**src/rtl/mlp_pass_sequencer.sv**
```systemverilog
// Pass sequencer for the int8 MLP accelerator: loads ifmap/weight/bias words into
// the GLB, kicks the PE array, then drains the output buffer; two passes per job.
module mlp_pass_sequencer #(
    parameter int IFMAP_WORDS  = 16,
    parameter int WEIGHT_WORDS = 1024,
    parameter int BIAS_WORDS   = 64,
    parameter int OUT_WORDS    = 64,
    parameter int ADDR_W       = 10
) (
    input  logic              clk,
    input  logic              rst,
    input  logic              mode,
    input  logic              ready,
    input  logic              i_en,
    input  logic [31:0]       data_in,
    output logic              glb_we,
    output logic [1:0]        glb_sel,
    output logic [ADDR_W-1:0] glb_addr,
    output logic [31:0]       glb_wdata,
    output logic              pe_start,
    input  logic              pe_done,
    output logic              ob_rd_en,
    output logic [ADDR_W-1:0] ob_addr,
    input  logic [31:0]       ob_rdata,
    output logic              valid,
    output logic [31:0]       ofmap,
    output logic              mode_q,
    output logic              pass_id,
    output logic              busy,
    output logic              done
);
    localparam int CNT_W = $clog2(WEIGHT_WORDS);

    typedef enum logic [2:0] {
        IDLE, LD_IF, LD_W, LD_B, COMPUTE, DRAIN, PASS_WAIT
    } state_t;

    state_t            state_q, state_d;
    logic [CNT_W-1:0]  cnt_q, cnt_d;
    logic              glb_we_q, glb_we_d;
    logic [1:0]        glb_sel_q, glb_sel_d;
    logic [ADDR_W-1:0] glb_addr_q, glb_addr_d;
    logic [31:0]       glb_wdata_q, glb_wdata_d;
    logic              pe_start_q, pe_start_d;
    logic              ob_rd_en_q, ob_rd_en_d;
    logic [ADDR_W-1:0] ob_addr_q, ob_addr_d;
    logic              rd_pend_q, rd_pend_d;
    logic              valid_q, valid_d;
    logic [31:0]       ofmap_q, ofmap_d;
    logic              mode_lat_q, mode_lat_d;
    logic              pass_id_q, pass_id_d;
    logic              busy_q, busy_d;
    logic              done_q, done_d;

    logic [1:0]        region_sel;
    logic [CNT_W-1:0]  region_last;

    always_comb begin
        region_sel  = 2'd0;
        region_last = '0;
        case (state_q)
            LD_IF: begin region_sel = 2'd0; region_last = CNT_W'(IFMAP_WORDS - 1);  end
            LD_W:  begin region_sel = 2'd1; region_last = CNT_W'(WEIGHT_WORDS - 1); end
            LD_B:  begin region_sel = 2'd2; region_last = CNT_W'(BIAS_WORDS - 1);   end
            default: ;
        endcase
    end

    always_comb begin
        state_d     = state_q;
        cnt_d       = cnt_q;
        glb_we_d    = 1'b0;
        glb_sel_d   = glb_sel_q;
        glb_addr_d  = glb_addr_q;
        glb_wdata_d = glb_wdata_q;
        pe_start_d  = 1'b0;
        ob_rd_en_d  = 1'b0;
        ob_addr_d   = '0;
        // Read data arrives one cycle after the read strobe; register it once more.
        rd_pend_d   = ob_rd_en_q;
        valid_d     = rd_pend_q;
        ofmap_d     = rd_pend_q ? ob_rdata : ofmap_q;
        mode_lat_d  = mode_lat_q;
        pass_id_d   = pass_id_q;
        done_d      = 1'b0;

        case (state_q)
            IDLE: begin
                if (ready) begin
                    state_d    = LD_IF;
                    mode_lat_d = mode;
                    pass_id_d  = 1'b0;
                    cnt_d      = '0;
                end
            end
            LD_IF, LD_W, LD_B: begin
                if (i_en) begin
                    glb_we_d    = 1'b1;
                    glb_sel_d   = region_sel;
                    glb_addr_d  = ADDR_W'(cnt_q);
                    glb_wdata_d = data_in;
                    if (cnt_q == region_last) begin
                        cnt_d = '0;
                        case (state_q)
                            LD_IF:   state_d = LD_W;
                            LD_W:    state_d = LD_B;
                            default: begin
                                state_d    = COMPUTE;
                                pe_start_d = 1'b1;
                            end
                        endcase
                    end else begin
                        cnt_d = cnt_q + CNT_W'(1);
                    end
                end
            end
            COMPUTE: begin
                if (pe_done) begin
                    state_d    = DRAIN;
                    ob_rd_en_d = 1'b1;
                    cnt_d      = '0;
                end
            end
            DRAIN: begin
                if (ob_rd_en_q && ob_addr_q != ADDR_W'(OUT_WORDS - 1)) begin
                    ob_rd_en_d = 1'b1;
                    ob_addr_d  = ob_addr_q + ADDR_W'(1);
                end
                // cnt tracks words already presented on ofmap.
                if (valid_q) begin
                    if (cnt_q == CNT_W'(OUT_WORDS - 1)) begin
                        cnt_d = '0;
                        if (pass_id_q) begin
                            state_d   = IDLE;
                            pass_id_d = 1'b0;
                            done_d    = 1'b1;
                        end else begin
                            state_d   = PASS_WAIT;
                            pass_id_d = 1'b1;
                        end
                    end else begin
                        cnt_d = cnt_q + CNT_W'(1);
                    end
                end
            end
            PASS_WAIT: begin
                if (ready) begin
                    state_d = LD_IF;
                    cnt_d   = '0;
                end
            end
            default: state_d = IDLE;
        endcase

        busy_d = (state_d != IDLE);
    end

    always_ff @(posedge clk) begin
        if (rst) begin
            state_q     <= IDLE;
            cnt_q       <= '0;
            glb_we_q    <= 1'b0;
            glb_sel_q   <= 2'd0;
            glb_addr_q  <= '0;
            glb_wdata_q <= '0;
            pe_start_q  <= 1'b0;
            ob_rd_en_q  <= 1'b0;
            ob_addr_q   <= '0;
            rd_pend_q   <= 1'b0;
            valid_q     <= 1'b0;
            ofmap_q     <= '0;
            mode_lat_q  <= 1'b0;
            pass_id_q   <= 1'b0;
            busy_q      <= 1'b0;
            done_q      <= 1'b0;
        end else begin
            state_q     <= state_d;
            cnt_q       <= cnt_d;
            glb_we_q    <= glb_we_d;
            glb_sel_q   <= glb_sel_d;
            glb_addr_q  <= glb_addr_d;
            glb_wdata_q <= glb_wdata_d;
            pe_start_q  <= pe_start_d;
            ob_rd_en_q  <= ob_rd_en_d;
            ob_addr_q   <= ob_addr_d;
            rd_pend_q   <= rd_pend_d;
            valid_q     <= valid_d;
            ofmap_q     <= ofmap_d;
            mode_lat_q  <= mode_lat_d;
            pass_id_q   <= pass_id_d;
            busy_q      <= busy_d;
            done_q      <= done_d;
        end
    end

    assign glb_we    = glb_we_q;
    assign glb_sel   = glb_sel_q;
    assign glb_addr  = glb_addr_q;
    assign glb_wdata = glb_wdata_q;
    assign pe_start  = pe_start_q;
    assign ob_rd_en  = ob_rd_en_q;
    assign ob_addr   = ob_addr_q;
    assign valid     = valid_q;
    assign ofmap     = ofmap_q;
    assign mode_q    = mode_lat_q;
    assign pass_id   = pass_id_q;
    assign busy      = busy_q;
    assign done      = done_q;
endmodule

```
**config.mk**
```make
export PLATFORM = sky130hd
export DESIGN_NAME = mlp_pass_sequencer
export DESIGN_NICKNAME = d
export VERILOG_FILES = /design/src/rtl/mlp_pass_sequencer.sv
export SDC_FILE = /design/constraint.sdc
export NUM_CORES = 1
export LEC_CHECK = 0
export CAP_MARGIN = 20
export CELL_PAD_IN_SITES_DETAIL_PLACEMENT = 2
export CELL_PAD_IN_SITES_GLOBAL_PLACEMENT = 2
export CORE_ASPECT_RATIO = 1.1
export CORE_UTILIZATION = 26
export CTS_CLUSTER_DIAMETER = 30
export DETAILED_ROUTE_END_ITERATION = 8
export GPL_ROUTABILITY_DRIVEN = 0
export PLACE_DENSITY_LB_ADDON = 0.05
export SLEW_MARGIN = 25
export SYNTH_ARGS = -nofsm -noshare
export SYNTH_HDL_FRONTEND = slang
export SYNTH_SLANG_ARGS = --single-unit
```
**constraint.sdc**
```tcl
create_clock -name clk -period 3.8 [get_ports clk]
set_input_delay 0.57 -clock clk [delete_from_list [all_inputs] [get_ports clk]]
set_output_delay 0.57 -clock clk [all_outputs]
set_load 0.01 [all_outputs]
```
# After elaboration in Yosys (flattened, before gate mapping)
# Index checks and enable logic that the tools add are counted.
totals:
  word_cells: 85
  reg_bits: 108
  inputBits: 70
  out_inout_bits: 94
op_classes:
  n_reduce_logical: 16
  n_mux: 29
  eq_ne: 15
  n_bitwise: 7
  add_sub_neg: 2
ops:
  columns: ["op", "n"]
  rows:
  - ["$mux W10", 6]
  - ["$pmux W10 S4", 1]
  - ["$pmux W10 S3", 1]
  - ["$mux W3", 7]
  - ["$add A10 B1 Y10 const B", 2]
  - ["$pmux W3 S4", 1]
  - ["$eq A10 B10 Y1", 1]
  - ["$eq A10 B6 Y1 const B", 1]
  - ["$ne A10 B6 Y1 const B", 1]
  - ["$ne A2 B2 Y1 const B", 5]
  - ["$eq A3 B3 Y1 const B", 3]
  - ["$mux W1", 9]
  - ["$reduce_or A4 Y1", 2]
  - ["$not A1 Y1", 7]
  - ["$eq A3 B2 Y1 const B", 2]
  - ["$pmux W3 S2", 1]
  - ["$reduce_or A2 Y1", 3]
  - ["$reduce_or A3 Y1", 2]
  - ["$reduce_and A5 Y1", 1]
  - ["$pmux W1 S2", 2]
  - ["$pmux W2 S2", 1]
  - ["$reduce_and A2 Y1", 2]
  - ["$reduce_and A4 Y1", 1]
  - ["$reduce_bool A4 Y1", 1]
  - ["other kinds (6)", 6]

# Depth between registers and ports, before layout
depth:
  depth_word: 7
  mapped_depth: 8
  ltp_nobuf: 6

# Worst setup path after synthesis
# No wires, ideal clock.
synth_path:
  kind: "flip-flop to flip-flop"
  start: "register cnt_q[0]"
  end: "register cnt_q[0]"
  synth_period_minus_slack_ps: 1967
  stages_incl_launch_ff: 7
  path_buffers: 0
  required_ps: 3672
  path_slack_ps: 1833
  t_arrival_ps: 1839
  setup_time_ps: 128
  path_cell_list: "dfxtp_1 -> or4_1 -> mux2_4 -> a211oi_1 -> a21oi_1 -> o21bai_2 -> nor2_1"
synth_between:
  elab_chain_cells: 4
  word_cells_on_any_way: 8
  cone_classes: "add/sub: 1; eq/ne: 2; mux: 5"
synth_rtl:
  columns: ["item", "line", "rtl"]
  rows:
  - ["start, declared", "39", "logic [CNT_W-1:0] cnt_q, cnt_d;"]
  - ["start signal, assigned", "178", "cnt_q <= cnt_d;"]
  - ["$add A10 B1 Y10 (tied with other cells)", "113, 142", null]
  - ["$mux W10, on equally long branches", "131, 102", null]
  - ["$mux W10, on equally long branches", "130, 97", null]
  - ["$pmux W10 S4 (*)", "87", "case (state_q)"]
# Mark *: on every way between the ends. The rest lies on a longest branch, timed or not. The select of a mux whose other input is x is not followed.
# A chain may end at the register's enable or synchronous reset.

# Final worst setup path
layout_path:
  start: "register state_q[0]"
  end: "register cnt_q[2]"
layout_between:
  elab_chain_cells: 6
  word_cells_on_any_way: 20
  cone_classes: "eq/ne: 11; mux: 4; reduce/logical: 5"
layout_rtl:
  columns: ["item", "line", "rtl"]
  rows:
  - ["start, declared", "38", "state_t state_q, state_d;"]
  - ["start signal, assigned", "177", "state_q <= state_d;"]
  - ["$eq A3 B2 Y1 or $eq A3 B1 Y1 (tied branches)", "61, 87", null]
  - ["$pmux W10 S3", "61", "case (state_q)"]
  - ["$eq A10 B10 Y1", "102", "if (cnt_q == region_last) begin"]
  - ["$mux W10", "102", null]
  - ["$mux W10", "97", "if (i_en) begin"]
  - ["$pmux W10 S4", "87", null]
# Parallel ways exist; a longest one is shown, timed or not. The select of a mux whose other input is x is not followed.

==> results by group <==
CTS
  – Post-CTS Resized: 0
  – Clk root buf: clkbuf_16
  – CTS sink cnt: ~110
  – CTS buffer count: 9
  – Clock-pin slew on the worst setup and hold paths: 0.08 ns
  – CTS Buffer Depth: 2
  – Worst-Skew Late Latency: roughly 0.35 ns
  – Hold-fix buffers, CTS: 0
  – Setup bufs post-CTS: 0
  – # H-tree levels: 3
  – CTS tree: built

Yosys
  – Post-synthesis mux area share: 9.04%
  – Post-synth top flop: dfxtp_1
  – Synth Instances: just under 500
  – Area share of and/or/nand/nor cells after synthesis: between 20% and 30%
  – Cell Area, Synth: ~4200 sq um
  – Post-synthesis compound-gate area fraction: 10.2%
  – Largest family of logic cells by synthesized area: simple AND/OR/NAND/NOR gates
  – Syn Nets: approximately 550
  – Yosys top cell area share: 51.9%
  – EDFF count, synth: 0
  – Asr flop ratio synth: 0%
  – Synth Area in Adders: less than 1%
  – Seq cells post-synth: around 110
  – Post-Synth XOR/XNOR Area: 3.79%
  – Count of cell types in the netlist: 42
  – Sequential fraction of the synthesis area: 51.9%
  – Largest cells by area after synthesis: dfxtp_1 (52%), nand2_1 (8.7%), mux2i_1 (8.4%)
  – Yosys warnings: 0
  – Post-Syn Area per Cell: 8.64 sq um
  – Post-synth top area cell: dfxtp_1

Worst setup path
  – CP startpoint kind: register
  – Required time of the critical path: roughly 4.0 ns
  – Crit path kind: register to register
  – Worst Path Buf+Inv: 0
  – CP max FO: 19
  – CP Data Arrival Time: about 2.7 ns
  – Crit-path cells: o21bai_1, mux2_4, a211oi_1, a21oi_1, o21bai_2, nor2_1
  – CP endpoint kind: register
  – CP max stage delay: 0.74 ns
  – CP top delay family: compound AO/OA/AOI/OAI gates
  – CP max stage cell: dfxtp_1

Detailed routing
  – Residual DRC count: 0
  – Vias/cell: between 4 and 5
  – DRT Pass-1 Iters: 4
  – Routed wire length: between 10000 and 15000 um
  – Wire per inst: 15.8 um
  – DR iter-0 viols: ~80
  – Via count: between 3000 and 4000
  – Detail Route Antenna Nets: 0

Pwr
  – Internal: 1930 uW
  – Combinational power share: about 16%
  – Power per Cell Area: approximately 420 nW/um^2
  – Net Sw Power: approximately 690 uW
  – Sw frac: 26.2%
  – Final Power: about 2600 uW
  – Peak VDD IR: 0.204 mV
  – Clock power frac: about 37%
  – Reg power frac: 46.6%
  – Leak: 0.00213 uW

Global routing
  – Layer with the highest usage: met2
  – Global-route wire length before repair: 21500 um
  – Number of global-route vias before repair: about 4300
  – Global Route met3 Usage: about 6.7%
  – Largest net degree at the start of global routing: between 40 and 50
  – Antenna violations before repair: 0
  – Met2 Track Usage GR: around 28%
  – Gr ovfl total: 0
  – GR Util All Layers: approximately 17%
  – M1 GR Usage: 18.5%

STA
  – Tcrit/Tclk final: 65.3%
  – Final Hold Fails: 0
  – Period minus WS final: around 2.5 ns
  – Worst Skew: about 0.011 ns
  – Setup TNS: 0 ns
  – F_max: between 400 and 500 MHz
  – # setup viols final: 0
  – Slew headroom: between 30% and 40%
  – Unrepaired setup endpoints after global routing: no
  – Slew Limit Fails: 0
  – Worst-margin pin slew: ~1.0 ns

Layout
  – # fillers: 1753
  – Nets: ~700
  – ANT cells: 0
  – Layout cells sized above 1: ~4.2%
  – Area grow syn2layout: 51.4%

Worst hold path
  – Hold Path Class: register to register

Die
  – Die ar.: between 15000 and 20000 sq um
  – Initial Utilization: 26.6%
  – # IOs: 164
  – Die width: 123 um
  – Core region area: 15700 sq um
  – Die Y: ~130 um
  – Row count: between 40 and 50

Run
  – Max_cap viols: 0

Placement
  – DP HPWL: 9580 um
  – IO Port Bufs: roughly 160

Outcome
  – Status: finished clean
## layout by cell type, fill, tap and decap left out, types with 2 or more instances in the layout
cell and count:
clkdlybuf4s50_1 162, nand2_1 96, a2111o_1 2, clkbuf_8 2, nand4_1 3, a21oi_1 52, nor4_1 2, a211oi_1 3
nor2_1 69, clkinv_4 2, clkbuf_16 9, and3_1 4, inv_1 9, o21bai_1 2, xor2_1 6, dfxtp_1 107
nand3_1 13, xnor2_1 12, mux2i_1 35, buf_4 3, ha_1 2, nor3_1 5, o21ai_0 3, nand2b_1 3
nor2b_1 5
## Yosys cell counts, types with 2 or more instances
master,number
a21oi_1,52
clkbuf_1,24
nand4_1,3
buf_2,2
nor2b_1,5
o21bai_1,2
nand3_1,13
nand2b_1,3
a211oi_1,3
nor4_1,2
a2111o_1,2
nand2_1,96
nor3_1,5
xnor2_1,12
o21ai_0,3
dfxtp_1,108
xor2_1,6
nor2_1,70
buf_1,2
and3_1,4
mux2i_1,35
ha_1,2
inv_1,9
## flip-flops by register name, summed over array words and instances, names as in the netlist, 2 cells and up
register,count
cnt_q,10
ofmap,32
glb_sel,2
ob_addr,10
state_q,3
glb_wdata,32
glb_addr,10
## layer usage
metal | wire length (um) | vias to the layer above | share of wire (%)
li1 | - | 1898 | -
met1 | 5430 | 1887 | 41
met2 | 6300 | 116 | 48
met3 | 1290 | 12 | 9.7
met4 | 198 | 0 | 1.5
met5 | 0 | - | 0
## power groups by stage
stage / Clock (uW) / Sequential, uW / Combinational [uW]
2_1_floorplan: 0 / 1240 / 202
3_3_place_gp: 0 / 1240 / 404
3_5_place_dp: 0 / 1250 / 417
4_1_cts: 1020 / 1220 / 418
5_1_grt: 1050 / 1230 / 463
6_report: 981 / 1220 / 417
## through the flow
stage / hold WS [ns] / worst slack, ns / instances / utilization [%] / instance area [sq um]
floorplan: 0.465 / 1.83 / 482 / - / 4160
global placement: 0.442 / 1.36 / 820 / 38.1 / 5960
detailed placement: 0.454 / 1.28 / 820 / 38.1 / 5960
CTS: 0.464 / 1.30 / 836 / 40.0 / 6280
global route: 0.485 / 1.08 / 837 / 40.2 / 6300
finish: 0.459 / 1.32 / 837 / 40.2 / 6300
## final cells by class
cell class | instances | area (sq um) | area share [%]
clock buffer | 11 | 253 | 4.01
clock inverter | 5 | 60.1 | 0.953
inverter | 9 | 33.8 | 0.536
multi-input combinational | 337 | 1870 | 29.6
sequential | 108 | 2160 | 34.3
tap | 200 | 250 | 3.97
timing repair buffer | 167 | 1680 | 26.6
## tightest hold or removal path: cells and delay by family (launching register included)
kind	cells	cell delay [ns]
flip-flops	1	0.31
AND/OR/NAND/NOR	1	0.05
AO/OA/AOI/OAI	1	0.05
## path summary, 6_finish.rpt
path,depth (start not counted),startpoint,slack (ns),end
setup / recovery,6,state_q[0],1.32,cnt_q[2]
hold / removal,2,glb_wdata[31],0.46,glb_wdata[31]
setup reg to reg,6,state_q[0],1.32,cnt_q[2]
hold reg to reg,2,glb_wdata[31],0.46,glb_wdata[31]
## cells by family (layout without fill, tap and decap cells)
logic type      after synthesis  in the layout
xor+xnor                     18             18
flops                       108            108
buf+inv                      37            192
fa+ha+maj                     2              2
compound gates               72             72
simple gates                208            208
mux                          37             37
Note: power is estimated with default switching activity, not from simulation.
==> RTL edit 1 (config.mk and constraints unchanged) <==
The 7 states of `state_t` get a Gray code encoding in 3 bits.
--- a/src/rtl/mlp_pass_sequencer.sv
+++ b/src/rtl/mlp_pass_sequencer.sv
@@ -34,3 +34,3 @@
     typedef enum logic [2:0] {
-        IDLE, LD_IF, LD_W, LD_B, COMPUTE, DRAIN, PASS_WAIT
+        IDLE = 3'b000, LD_IF = 3'b001, LD_W = 3'b011, LD_B = 3'b010, COMPUTE = 3'b110, DRAIN = 3'b111, PASS_WAIT = 3'b101
     } state_t;
Check against the original RTL: same outputs for any inputs over 10 cycles, from zero or initial values and one cycle with rst high; not proved beyond that.
==> RTL edit 1 against the unedited design <==
First-iteration DRC count up 27%. Die area up 0.89%. Sequential cell count unchanged. Via count up 1.2%. Count of clock-buffer cells in the layout down 1. Non-clock buffer count unchanged. Area after synthesis up 0.90%. Power down 1.9%. Final area about the same. Routed wire length down 0.74%. Worst setup slack worse by 0.10 ns. Largest cell class unchanged. Highest routed layer unchanged.
==> RTL edit 1: results (changes against the unedited design) <==
yosysSeqAreaShare_pct: 51.5  # -0.46 points
syn-num-nets: 550  # -0.72%
cp_top_family: "simple AND/OR/NAND/NOR gates"
hold_class: "input port to flop"
first_pass_iters: 3  # -1
drtIter0Drc: 104  # +27%
drive_above_1_share_pct: 4.91  # +0.67 points
static-leakage-power_nw: 2.11  # -0.74%
vias_per_cell: 4.76  # +1.8%
ys_types: 46  # +9.5%
hpwl_um: 9250  # -3.5%
grt_pass1_wl_um: 21300  # -0.64%
grt_pass1_vias: 4207  # -2.5%
wire_per_inst_um: 15.8  # -0.15%
grt_use_total_pct: 16.4  # -0.32 points
finalClockSkew_ns: 0.00646  # -0.00497 ns
synthTopCellsByArea: "dfxtp_1 (51%), mux2i_1 (8.8%), nand2_1 (8.8%)"
cp.arrival_ns: 2.88  # +0.18 ns
fin_ws_ns: 1.21  # -0.104 ns
avgSynthCellArea_sq_um: 8.79  # +1.7%
synthTopCellsByCount: "dfxtp_1 (108), nand2_1 (98), a21oi_1 (52), nor2_1 (52), mux2i_1 (37)"
reg2reg_depth: 5  # -1
cp_max_fo: 20  # +1
status: "completed"
dp_slack_ns: 1.03  # -0.254 ns
[RTL edit 1: per-layer routing]
metal  vias up  GRT usage, %  routed length, um  share of wire, %
met5         -             0                  0                 0
met4         0          7.10                208               1.6
met3        14          5.26                957               7.3
met2       112          27.2               6270                48
met1      1913          19.3               5680                43
li1       1919             -                  -                 -
[RTL edit 1: logic make-up after synthesis]
group	Yosys count	share of synthesized area (%)
and+or+nand+nor	201	20.9
DFF	108	51.5
AOI/OAI and AO/OA	82	11.7
muxes	38	9.08
buffers and inverters	36	3.96
xor gates and xnor gates	11	2.29
adders and majority gates	2	0.595
[RTL edit 1: worst paths after layout]
path | startpoint | endpoint
worst max-delay path | state_q[0]$_SDFF_PP0_ | cnt_q[7]$_SDFFE_PP0P_
worst min-delay path | rst | rd_pend_q$_SDFF_PP0_
worst max register to register | state_q[0]$_SDFF_PP0_ | cnt_q[7]$_SDFFE_PP0P_
worst min register to register | glb_wdata[10]$_SDFFE_PP0P_ | glb_wdata[10]$_SDFFE_PP0P_
[RTL edit 1: power by group]
| group | internal [W] | switching, W | total (W) |
|---|---|---|---|
| clock network | 0.000528 | 0.000437 | 0.000965 |
| logic | 0.000192 | 0.000195 | 0.000387 |
| registers | 0.00117 | 0.0000457 | 0.00122 |
| total | 0.00189 | 0.000678 | 0.00257 |
[RTL edit 1: area by class of cell]
class	instances	area [sq um]
flip-flops and latches	108	2160
inverters	7	26.3
well taps	200	250
clock buffers	10	239
multi-input cells	334	1890
repair buffers	167	1680
clock inverters	6	63.8
fillers	1747	9420
[RTL edit 1: worst reg2reg max path, stage by stage (launching register included)]
cell and delay, ns:
dfxtp_1 0.80, inv_1 0.23, o211ai_2 0.28, nand3_1 0.43, or4_1 0.65, a21oi_1 0.15
==> RTL edit 2 (config.mk and constraints unchanged) <==
Without the edit above. Change the parameter `WEIGHT_WORDS` from 1024 to 2048.
--- a/src/rtl/mlp_pass_sequencer.sv
+++ b/src/rtl/mlp_pass_sequencer.sv
@@ -4,3 +4,3 @@
     parameter int IFMAP_WORDS  = 16,
-    parameter int WEIGHT_WORDS = 1024,
+    parameter int WEIGHT_WORDS = 2048,
     parameter int BIAS_WORDS   = 64,
Formal check against the unedited RTL: no difference found for any inputs over 10 cycles, from zero or initial values and one cycle with rst high; that may be too few to reach the edited logic, so the function may still have changed.
==> RTL edit 2 against the unedited design <==
Worst setup slack got worse by 0.086 ns. Sequential cell count increased by 1. Sequential share of layout area about the same. Routed wire length increased by 2.8%. Critical path type unchanged. Final area increased by 1.2%. Largest cell class unchanged. Area after synthesis increased by 2.3%. Power decreased by 0.92%. Count of clock-buffer cells in the layout decreased by 1. Clock skew decreased by 0.00087 ns.
==> RTL edit 2: results (changes against the unedited design) <==
status: "completed"
grt_max_degree: 41  # -4.7%
dp_slack_ns: 0.876  # -0.406 ns
antenna_found_initial: 0  # unchanged
yosysSeqAreaShare_pct: 51.2  # -0.67 points
static-leakage-power_nw: 2.16  # +1.6%
fillCellCount: 1750  # -0.17%
min_period_over_period_pct: 67.5  # +2.3 points
wire_per_inst_um: 16.1  # +2.3%
irDropWorstVdd_mv: 0.180  # -12%
grt_pass1_wl_um: 21900  # +2.0%
clock_path_buffers: 2  # unchanged
cap_viol_max_count: 0  # unchanged
grt_util_met2_pct: 29.6  # +1.1 points
synthCells: 489  # +1.5%
cp-endpoint: "busy$_SDFF_PP0_"
grt_pass1_vias: 4384  # +1.6%
synthTopCellsByCount: "dfxtp_1 (109), nand2_1 (101), nor2_1 (66)"
finalClockSkew_ns: 0.0106  # -0.000871 ns
wirelength_um: 13600  # +2.8%
crit_slowest_cell: "dfxtp_1"
syn-num-nets: 561  # +1.3%
synthFlopType: "dfxtp_1"
final_nets: 708  # +0.57%
portBuffers: 163  # unchanged
reg2reg_depth: 6  # unchanged
vias_per_cell: 4.73  # +1.2%
cts_resized: 0  # unchanged
cp_max_fo: 17  # -2
r2r_slack_ns: 1.23  # -0.09 ns
synthTopCellsByArea: "dfxtp_1 (51%), nand2_1 (8.9%), mux2i_1 (8.2%)"
worst_skew_pair.late_latency_ns: 0.35  # about the same
relSlewSlack_pct: 36.5  # +3.9 points
drtIter0Drc: 118  # +44%
startpoint: "state_q[1]$_SDFF_PP0_"
hold_class: "flop to flop"
grt_use_total_pct: 16.8  # +0.073 points
grtUsageMet1_pct: 18.0  # -0.52 points
cts_buffers: 9  # unchanged
drive_above_1_share_pct: 4.37  # +0.13 points
hpwl_um: 9770  # +2.0%
dp_cells: 825  # +0.61%
async_reset_ff_share_pct: 0  # unchanged
clk_pin_slew_ns: 0.07
max_stage_delay_ns: 0.76  # +0.02 ns
cts_hold_buf: 0  # unchanged
met3_usage_pct: 6.29  # -0.38 points
cp_top_family: "simple AND/OR/NAND/NOR gates"
cp.arrival_ns: 2.79  # +0.09 ns
yosysWarnings: 0  # unchanged
ys_types: 48  # +14%
root_buffer: "clkbuf_16"
==> RTL edit 2: cell types whose count changed after synthesis, moves of 4 or more <==
cell	delta
xnor2_1	-5
nand2_1	+5
nand4_1	+6
a21oi_1	-7
xor2_1	+6
nor2_1	-4
inv_1	-6
==> RTL edit 2: metal layers <==
layer	wire length (um)	share of wire [%]	vias up
met4	229	1.7	0
li1	-	-	1930
met5	0	0	-
met2	6700	49	112
met3	1170	8.6	15
met1	5480	40	1923
==> RTL edit 2: layout make-up <==
| cell class | count | area, sq um | area share [%] |
|---|---|---|---|
| Tap cell | 200 | 250 | 3.92 |
| Multi-Input combinational cell | 345 | 1940 | 30.5 |
| Timing Repair Buffer | 168 | 1680 | 26.3 |
| Clock buffer | 10 | 239 | 3.75 |
| Inverter | 3 | 11.3 | 0.177 |
| Sequential cell | 109 | 2190 | 34.3 |
| Clock inverter | 6 | 71.3 | 1.12 |
==> RTL edit 2: worst min path at each step <==
stage                          startpoint                    endpoint  slack (ns)  depth (start not counted)
4_1_cts         glb_wdata[7]$_SDFFE_PP0P_   glb_wdata[7]$_SDFFE_PP0P_        0.46                          2
6_report       glb_wdata[22]$_SDFFE_PP0P_  glb_wdata[22]$_SDFFE_PP0P_        0.46                          2
3_5_place_dp   glb_wdata[19]$_SDFFE_PP0P_  glb_wdata[19]$_SDFFE_PP0P_        0.45                          2
5_1_grt         glb_wdata[7]$_SDFFE_PP0P_   glb_wdata[7]$_SDFFE_PP0P_        0.48                          2
3_3_place_gp   glb_wdata[11]$_SDFFE_PP0P_  glb_wdata[11]$_SDFFE_PP0P_        0.44                          2
2_1_floorplan       cnt_q[9]$_SDFFE_PP0P_    glb_addr[9]$_SDFFE_PP0P_        0.47                          2
==> RTL edit 2: kinds of logic after synthesis <==
family                     Yosys count  synth area share, %
and+or+nand+nor                    218                 22.8
DFF                                109                 51.2
AOI/OAI and AO/OA                   70                 9.61
muxes                               36                 8.49
buffers and inverters               35                 3.38
xor gates and xnor gates            19                 3.91
adders and majority gates            2                0.588
==> RTL edit 2: worst register-to-register path, delay by kind of cell, from the launching register on <==
kind	cells	cell delay, ns
simple gates	3	0.92
compound gates	3	0.77
flops	1	0.76
==> RTL edit 2: stage by stage <==
step | instance area (sq um) | total power (W)
final | 6380 | 0.00260
after global routing | 6380 | 0.00273
after CTS | 6370 | 0.00266
after detailed placement | 6060 | 0.00166
after global placement | 6060 | 0.00164
after floorplan | 4260 | 0.00144
==> RTL edit 2: where the power goes <==
| part | switching [W] | internal [W] |
|---|---|---|
| sequential | 0.0000413 | 0.00118 |
| clock | 0.000441 | 0.000534 |
| combinational | 0.000196 | 0.000199 |
| total | 0.000678 | 0.00192 |
